`config.mk`:
```
export PLATFORM = sky130hd
export DESIGN_NAME = cam_capture
export DESIGN_NICKNAME = d
export VERILOG_FILES = /design/src/rtl/cam_capture.sv
export SDC_FILE = /design/constraint.sdc
export NUM_CORES = 1
export LEC_CHECK = 0
export CORE_UTILIZATION = 45
export CTS_CLUSTER_SIZE = 30
export DETAILED_ROUTE_END_ITERATION = 10
export GPL_TIMING_DRIVEN = 0
export PLACE_DENSITY = 0.68
export SKIP_CTS_REPAIR_TIMING = 1
export SLEW_MARGIN = 20
export SYNTH_ARGS = -nofsm -noshare
export SYNTH_HDL_FRONTEND = slang
export SYNTH_SLANG_ARGS = --single-unit
```
`constraint.sdc`:
```
create_clock -name clk -period 3.8 [get_ports clk]
set_input_delay 0.38 -clock clk [delete_from_list [all_inputs] [get_ports clk]]
set_output_delay 0.38 -clock clk [all_outputs]
set_load 0.03 [all_outputs]
```
`src/rtl/cam_capture.sv`:
```
`default_nettype none
// ----------------------------------------------------------------------------
// cam_capture : OV-series parallel pixel bus capture into addressed RGB565 writes
// Rev 1.0
// ----------------------------------------------------------------------------
module cam_capture #(
  parameter int H_PIXELS = 640,
  parameter int V_LINES  = 480,
  parameter int ADDR_W   = 19
) (
  input  logic              clk,
  input  logic              rst,
  input  logic              cfg_done,
  input  logic              cam_pclk,
  input  logic              cam_vsync,
  input  logic              cam_href,
  input  logic [7:0]        cam_data,
  output logic              pix_valid,
  output logic [15:0]       pix_data,
  output logic [ADDR_W-1:0] pix_addr,
  output logic              frame_done,
  output logic [7:0]        frame_count,
  output logic [31:0]       debug_out
);

  localparam int                COL_W    = $clog2(H_PIXELS + 1);
  localparam logic [COL_W-1:0]  C_H_COL  = COL_W'(H_PIXELS);
  localparam logic [15:0]       C_V_LINE = 16'(V_LINES);
  localparam logic [ADDR_W-1:0] C_H_ADDR = ADDR_W'(H_PIXELS);

  typedef enum logic [1:0] {
    IDLE       = 2'd0,
    WAIT_FRAME = 2'd1,
    CAPTURE    = 2'd2
  } state_t;

  state_t            state_q, state_d;
  logic [2:0]        pclk_q, pclk_d;
  logic [2:0]        vsync_q, vsync_d;
  logic [2:0]        href_q, href_d;
  logic [7:0]        data1_q, data1_d;
  logic [7:0]        data2_q, data2_d;
  logic              phase_q, phase_d;
  logic [7:0]        hi_q, hi_d;
  logic [COL_W-1:0]  col_q, col_d;
  logic [15:0]       line_q, line_d;
  logic [ADDR_W-1:0] line_base_q, line_base_d;
  logic [7:0]        err_q, err_d;
  logic              pix_valid_q, pix_valid_d;
  logic [15:0]       pix_data_q, pix_data_d;
  logic [ADDR_W-1:0] pix_addr_q, pix_addr_d;
  logic              frame_done_q, frame_done_d;
  logic [7:0]        frame_count_q, frame_count_d;
  logic [15:0]       lines_last_q, lines_last_d;

  logic       pe, href_fall, vrise, vfall;
  logic [1:0] err_inc;
  logic [8:0] err_sum;

  // Index 1 is the second synchroniser stage; index 2 is the edge-detect history.
  assign pe        = pclk_q[1] & ~pclk_q[2];
  assign href_fall = href_q[2] & ~href_q[1];
  assign vrise     = vsync_q[1] & ~vsync_q[2];
  assign vfall     = ~vsync_q[1] & vsync_q[2];

  always_comb begin
    pclk_d        = {pclk_q[1:0], cam_pclk};
    vsync_d       = {vsync_q[1:0], cam_vsync};
    href_d        = {href_q[1:0], cam_href};
    data1_d       = cam_data;
    data2_d       = data1_q;
    state_d       = state_q;
    phase_d       = phase_q;
    hi_d          = hi_q;
    col_d         = col_q;
    line_d        = line_q;
    line_base_d   = line_base_q;
    err_inc       = 2'd0;
    pix_valid_d   = 1'b0;
    pix_data_d    = pix_data_q;
    pix_addr_d    = pix_addr_q;
    frame_done_d  = 1'b0;
    frame_count_d = frame_count_q;
    lines_last_d  = lines_last_q;

    case (state_q)
      IDLE: begin
        if (cfg_done) state_d = WAIT_FRAME;
      end
      WAIT_FRAME: begin
        if (vfall) state_d = CAPTURE;
      end
      CAPTURE: begin
        if (pe && href_q[1]) begin
          if (!phase_q) begin
            hi_d    = data2_q;
            phase_d = 1'b1;
          end else begin
            phase_d = 1'b0;
            if (col_q < C_H_COL && line_q < C_V_LINE) begin
              pix_valid_d = 1'b1;
              pix_data_d  = {hi_q, data2_q};
              pix_addr_d  = line_base_q + ADDR_W'(col_q);
            end
            if (col_q < C_H_COL) col_d = col_q + COL_W'(1);
          end
        end

        if (href_fall) begin
          // Odd trailing byte and short line each count as one error.
          err_inc = {1'b0, phase_q} + {1'b0, (col_q < C_H_COL)};
          col_d   = '0;
          phase_d = 1'b0;
          if (line_q != 16'hFFFF) line_d = line_q + 16'd1;
          if (line_q < C_V_LINE) line_base_d = line_base_q + C_H_ADDR;
        end

        // End of frame sees the line count after any same-cycle end-of-line.
        if (vrise) begin
          lines_last_d  = line_d;
          frame_done_d  = 1'b1;
          frame_count_d = frame_count_q + 8'd1;
          line_d        = '0;
          col_d         = '0;
          line_base_d   = '0;
          phase_d       = 1'b0;
          state_d       = WAIT_FRAME;
        end
      end
      default: state_d = IDLE;
    endcase

    err_sum = {1'b0, err_q} + {7'd0, err_inc};
    err_d   = err_sum[8] ? 8'hFF : err_sum[7:0];
  end

  always_ff @(posedge clk) begin
    if (rst) begin
      state_q       <= IDLE;
      pclk_q        <= '0;
      vsync_q       <= '0;
      href_q        <= '0;
      data1_q       <= '0;
      data2_q       <= '0;
      phase_q       <= 1'b0;
      hi_q          <= '0;
      col_q         <= '0;
      line_q        <= '0;
      line_base_q   <= '0;
      err_q         <= '0;
      pix_valid_q   <= 1'b0;
      pix_data_q    <= '0;
      pix_addr_q    <= '0;
      frame_done_q  <= 1'b0;
      frame_count_q <= '0;
      lines_last_q  <= '0;
    end else begin
      state_q       <= state_d;
      pclk_q        <= pclk_d;
      vsync_q       <= vsync_d;
      href_q        <= href_d;
      data1_q       <= data1_d;
      data2_q       <= data2_d;
      phase_q       <= phase_d;
      hi_q          <= hi_d;
      col_q         <= col_d;
      line_q        <= line_d;
      line_base_q   <= line_base_d;
      err_q         <= err_d;
      pix_valid_q   <= pix_valid_d;
      pix_data_q    <= pix_data_d;
      pix_addr_q    <= pix_addr_d;
      frame_done_q  <= frame_done_d;
      frame_count_q <= frame_count_d;
      lines_last_q  <= lines_last_d;
    end
  end

  assign pix_valid   = pix_valid_q;
  assign pix_data    = pix_data_q;
  assign pix_addr    = pix_addr_q;
  assign frame_done  = frame_done_q;
  assign frame_count = frame_count_q;
  assign debug_out   = {frame_count_q, err_q, lines_last_q};

endmodule
`default_nettype wire

```
==> qor.csv <==
stage,metric,value,unit
grt,GRT Overall Usage,0.231,
sta,Final Cycle Share,0.727,
power_and_ir_drop,Clock Power Share,0.516,
final_layout,Syn-to-layout area delta,26.9,%
min_path,Hold Path Class,register to register,
sta,clock skew,0.00747,ns
setup_path,crit-path max FO,7,
clock_network,Clock Path Buffers,2,
synth,async set-reset flop share out of synthesis,0,
power_and_ir_drop,VDD IR max,0.289,mV
floorplan,Die Span Y,121,um
synth,register area share after synthesis,0.451,
setup_path,cells on worst reg2reg path,7,
setup_path,kind of cell adding the most delay to the critical path,simple AND/OR/NAND/NOR gates,
placement,buffers added on ports,89,
grt,vias in the first global route,5282,
min_path,Worst Hold End,pclk_q[1]$_SDFF_PP0_,
clock_network,worst-skew pair later-pin latency,0.43,ns
synth,"EDFF count, synth",0,
grt,largest net degree at the start of global routing,17,
setup_path,CP endpoint kind,register,
run,maxcap violations,0,
grt,GRT busiest layer,met2,
setup_path,"Worst Path Class, Setup",register to register,
setup_path,WP depth,7,
setup_path,max incr delay on CP,0.57,ns
setup_path,Critical Path RT,4.15,ns
final_layout,sequential cell area,2860,um2
sta,slew at the pin closest to its max-slew limit,0.813,ns
synth,distinct cell type count after synthesis,66,
sta,Slew Limit Fails,0,
clock_network,H-Tree Depth,4,
floorplan,Core Box Area,13800,um2
final_layout,Final Util,0.582,
clock_network,Clk Tree Root Cell,clkbuf_16,
sta,Fmax,362,MHz
setup_path,crit path launch type,register,
setup_path,Crit Reg-Reg Endpoint,err_q[0]$_SDFF_PP0_,
synth,Synth top cells by count,"dfxtp_1 (143), nand2_1 (88), nor2_1 (85)",
outcome,failing checks,design-rule violations,
final_layout,Total Nets Final,855,
grt,grt ovf,0,
floorplan,FP Rows,43,
synth,"flops & latches, synth",143,
setup_path,worst path cell trace,nand2b_1 > nor2_1 > nand2_1 > fa_1 > nor2_1 > nand3_1 > a21oi_1,
floorplan,initial core utilization,0.459,
route,vias per cell,5.38,
synth,Synth Cell Area,6340,um2
sta,unrepaired setup endpoints after global routing,false,
floorplan,die extent in x,121,um
final_layout,filler instances,1226,
route,vias,5492,
grt,routing usage on met1,0.287,
setup_path,CP bufs+invs,0,
setup_path,Critical R2R Launch,href_q[1]$_SDFF_PP0_,
sta,hold_ws,0.434,ns
route,Routed Antenna Nets,0,
power_and_ir_drop,sequential power share,0.462,
final_layout,share of layout cells above drive strength 1,0.0951,
synth,most frequent cell after synthesis,dfxtp_1,
power_and_ir_drop,P per Cell Area,408,nW/um2
placement,GP Congestion,0.904,
power_and_ir_drop,Switch Pwr,716,uW
setup_path,R2R Setup Slk,1.04,ns
min_path,worst hold start,pclk_q[0]$_SDFF_PP0_,
synth,Avg Inst Size Synth,8.80,um2
route,router iterations before antenna repair,9,
route,Residual DRC,2,
synth,Main synth FF type,dfxtp_1,
power_and_ir_drop,Int Pwr,2570,uW
power_and_ir_drop,combinational power share,0.022,
synth,Mapped Cells,721,
grt,first-pass GRT wire length,26.0,mm
synth,Synth Net Count,747,
grt,met3 GRT Util,0.0467,
clock_network,clock sink count,143,
sta,min Tclk post-route,2.76,ns
placement,dpl hpwl,11.6,mm
min_path,cell count of the worst hold path,1,
final_layout,diodes inserted,0,
power_and_ir_drop,Net Sw Frac,0.218,
route,initial drt markers,487,
grt,antenna violations before repair,0,
floorplan,die area,14600,um2
clock_network,number of buffers created by CTS,17,
final_layout,area of the multi-input gates,3180,um2
sta,"Hold Vio Cnt, Final",0,
sta,slew margin rel.,0.454,
setup_path,Crit-path slowest cell,nor2_1,
route,WL per Instance,15.8,um
synth,Syn. warnings,0,
sta,setup_tns,0,ns
setup_path,most frequent CP cell,nor2_1,
power_and_ir_drop,Leak,0.00286,uW
synth,cell taking the most area after synthesis,dfxtp_1,
sta,Final setup viols,0,
grt,met2 usage,0.388,
synth,share of the synthesized area in the top cell type,0.451,
synth,ranking of synthesized cells by area,"dfxtp_1 (45%), nand2_1 (5.2%), nor2_1 (5.0%)",
clock_network,CTS tree,yes,
setup_path,Crit path arrival time,3.12,ns
outcome,status,"finished, violations left",
route,Routed WL,16.1,mm
clock_network,clock-pin slew on the worst setup and hold paths,0.06,ns
floorplan,Boundary Pins,91,
[power groups by stage]
stage               clock [uW]  sequential (uW)  combinational [uW]
global route              1780             1520                79.8
CTS                       1710             1520                73.4
finish                    1700             1520                73.3
detailed placement           0             1550                73.1
global placement             0             1550                72.4
floorplan                    0             1550                40.4
[state kept, by name (all words and copies together), names as in the netlist]
register	count
pclk_q	3
state_q	2
vsync_q	3
pix_data	16
col_q	10
phase_q	1
err_q	8
href_q	3
hi_q	8
pix_valid	1
line_q	16
data2_q	8
frame_count	8
pix_addr	19
lines_last_q	16
frame_done	1
line_base_q	12
data1_q	8
[logic make-up (layout without fill, tap and decap cells)]
kind of cell    count (synthesis)  in the layout  share of synthesized area
simple gates                  308            308                      0.247
flops                         143            143                      0.451
compound gates                134            134                      0.139
buf+inv                        59            179                     0.0469
xor+xnor                       53             53                     0.0732
fa+ha+maj                      12             12                     0.0249
mux                            11             11                     0.0174
other cells                     1              1                   0.000591
[cell usage in the layout (no fill, tap or decap), types with 4 or more instances in the layout]
master and instances:
nand3_1 16, a21oi_1 57, nor2b_1 28, xnor2_1 31, clkdlybuf4s50_1 89, dfxtp_1 143
o21ai_0 9, buf_2 15, clkbuf_1 22, nand4_1 9, o2111ai_1 4, o211ai_1 5
and3_1 8, xor2_1 22, ha_1 11, nand2b_1 7, nand2_1 88, nor4_1 8
nor2_1 85, nor3_1 17, buf_4 10, and4_1 8, mux2i_1 11, inv_1 7
a31oi_1 11, a211oi_1 23, nand3b_1 5, clkbuf_16 17
[metrics by stage]
step                      std cells  cell area, um2  power (uW)  worst slack [ns]
after floorplan                 721            6340        1590              1.60
after global placement          990            7460        1620              1.11
after detailed placement        990            7460        1620              1.08
after CTS                      1021            8050        3300              1.07
after global routing           1021            8050        3380             0.817
final                          1021            8050        3290              1.04
[per-layer routing]
layer | up-vias | share of wire
li1 | 2707 | -
met1 | 2618 | 0.46
met2 | 146 | 0.48
met3 | 21 | 0.039
met4 | 0 | 0.014
met5 | - | 0
[cell type report]
class | instances | share of cell area
Buffer | 52 | 0.0337
Clock buffer | 18 | 0.0533
Clock inverter | 13 | 0.0204
Inverter | 7 | 0.00326
Multi-Input combinational cell | 519 | 0.395
Sequential cell | 143 | 0.356
Tap cell | 180 | 0.0280
Timing Repair Buffer | 89 | 0.111
[how the worst max path moves through the flow]
| stage | startpoint | to |
|---|---|---|
| 2_1_floorplan | col_q[7]$_SDFFE_PP0P_ | err_q[6]$_SDFF_PP0_ |
| 3_3_place_gp | href_q[1]$_SDFF_PP0_ | err_q[6]$_SDFF_PP0_ |
| 3_5_place_dp | href_q[1]$_SDFF_PP0_ | err_q[6]$_SDFF_PP0_ |
| 4_1_cts | href_q[1]$_SDFF_PP0_ | err_q[0]$_SDFF_PP0_ |
| 5_1_grt | href_q[1]$_SDFF_PP0_ | err_q[2]$_SDFF_PP0_ |
| 6_report | href_q[1]$_SDFF_PP0_ | err_q[0]$_SDFF_PP0_ |
No activity file was read; power rests on OpenSTA's default activity.
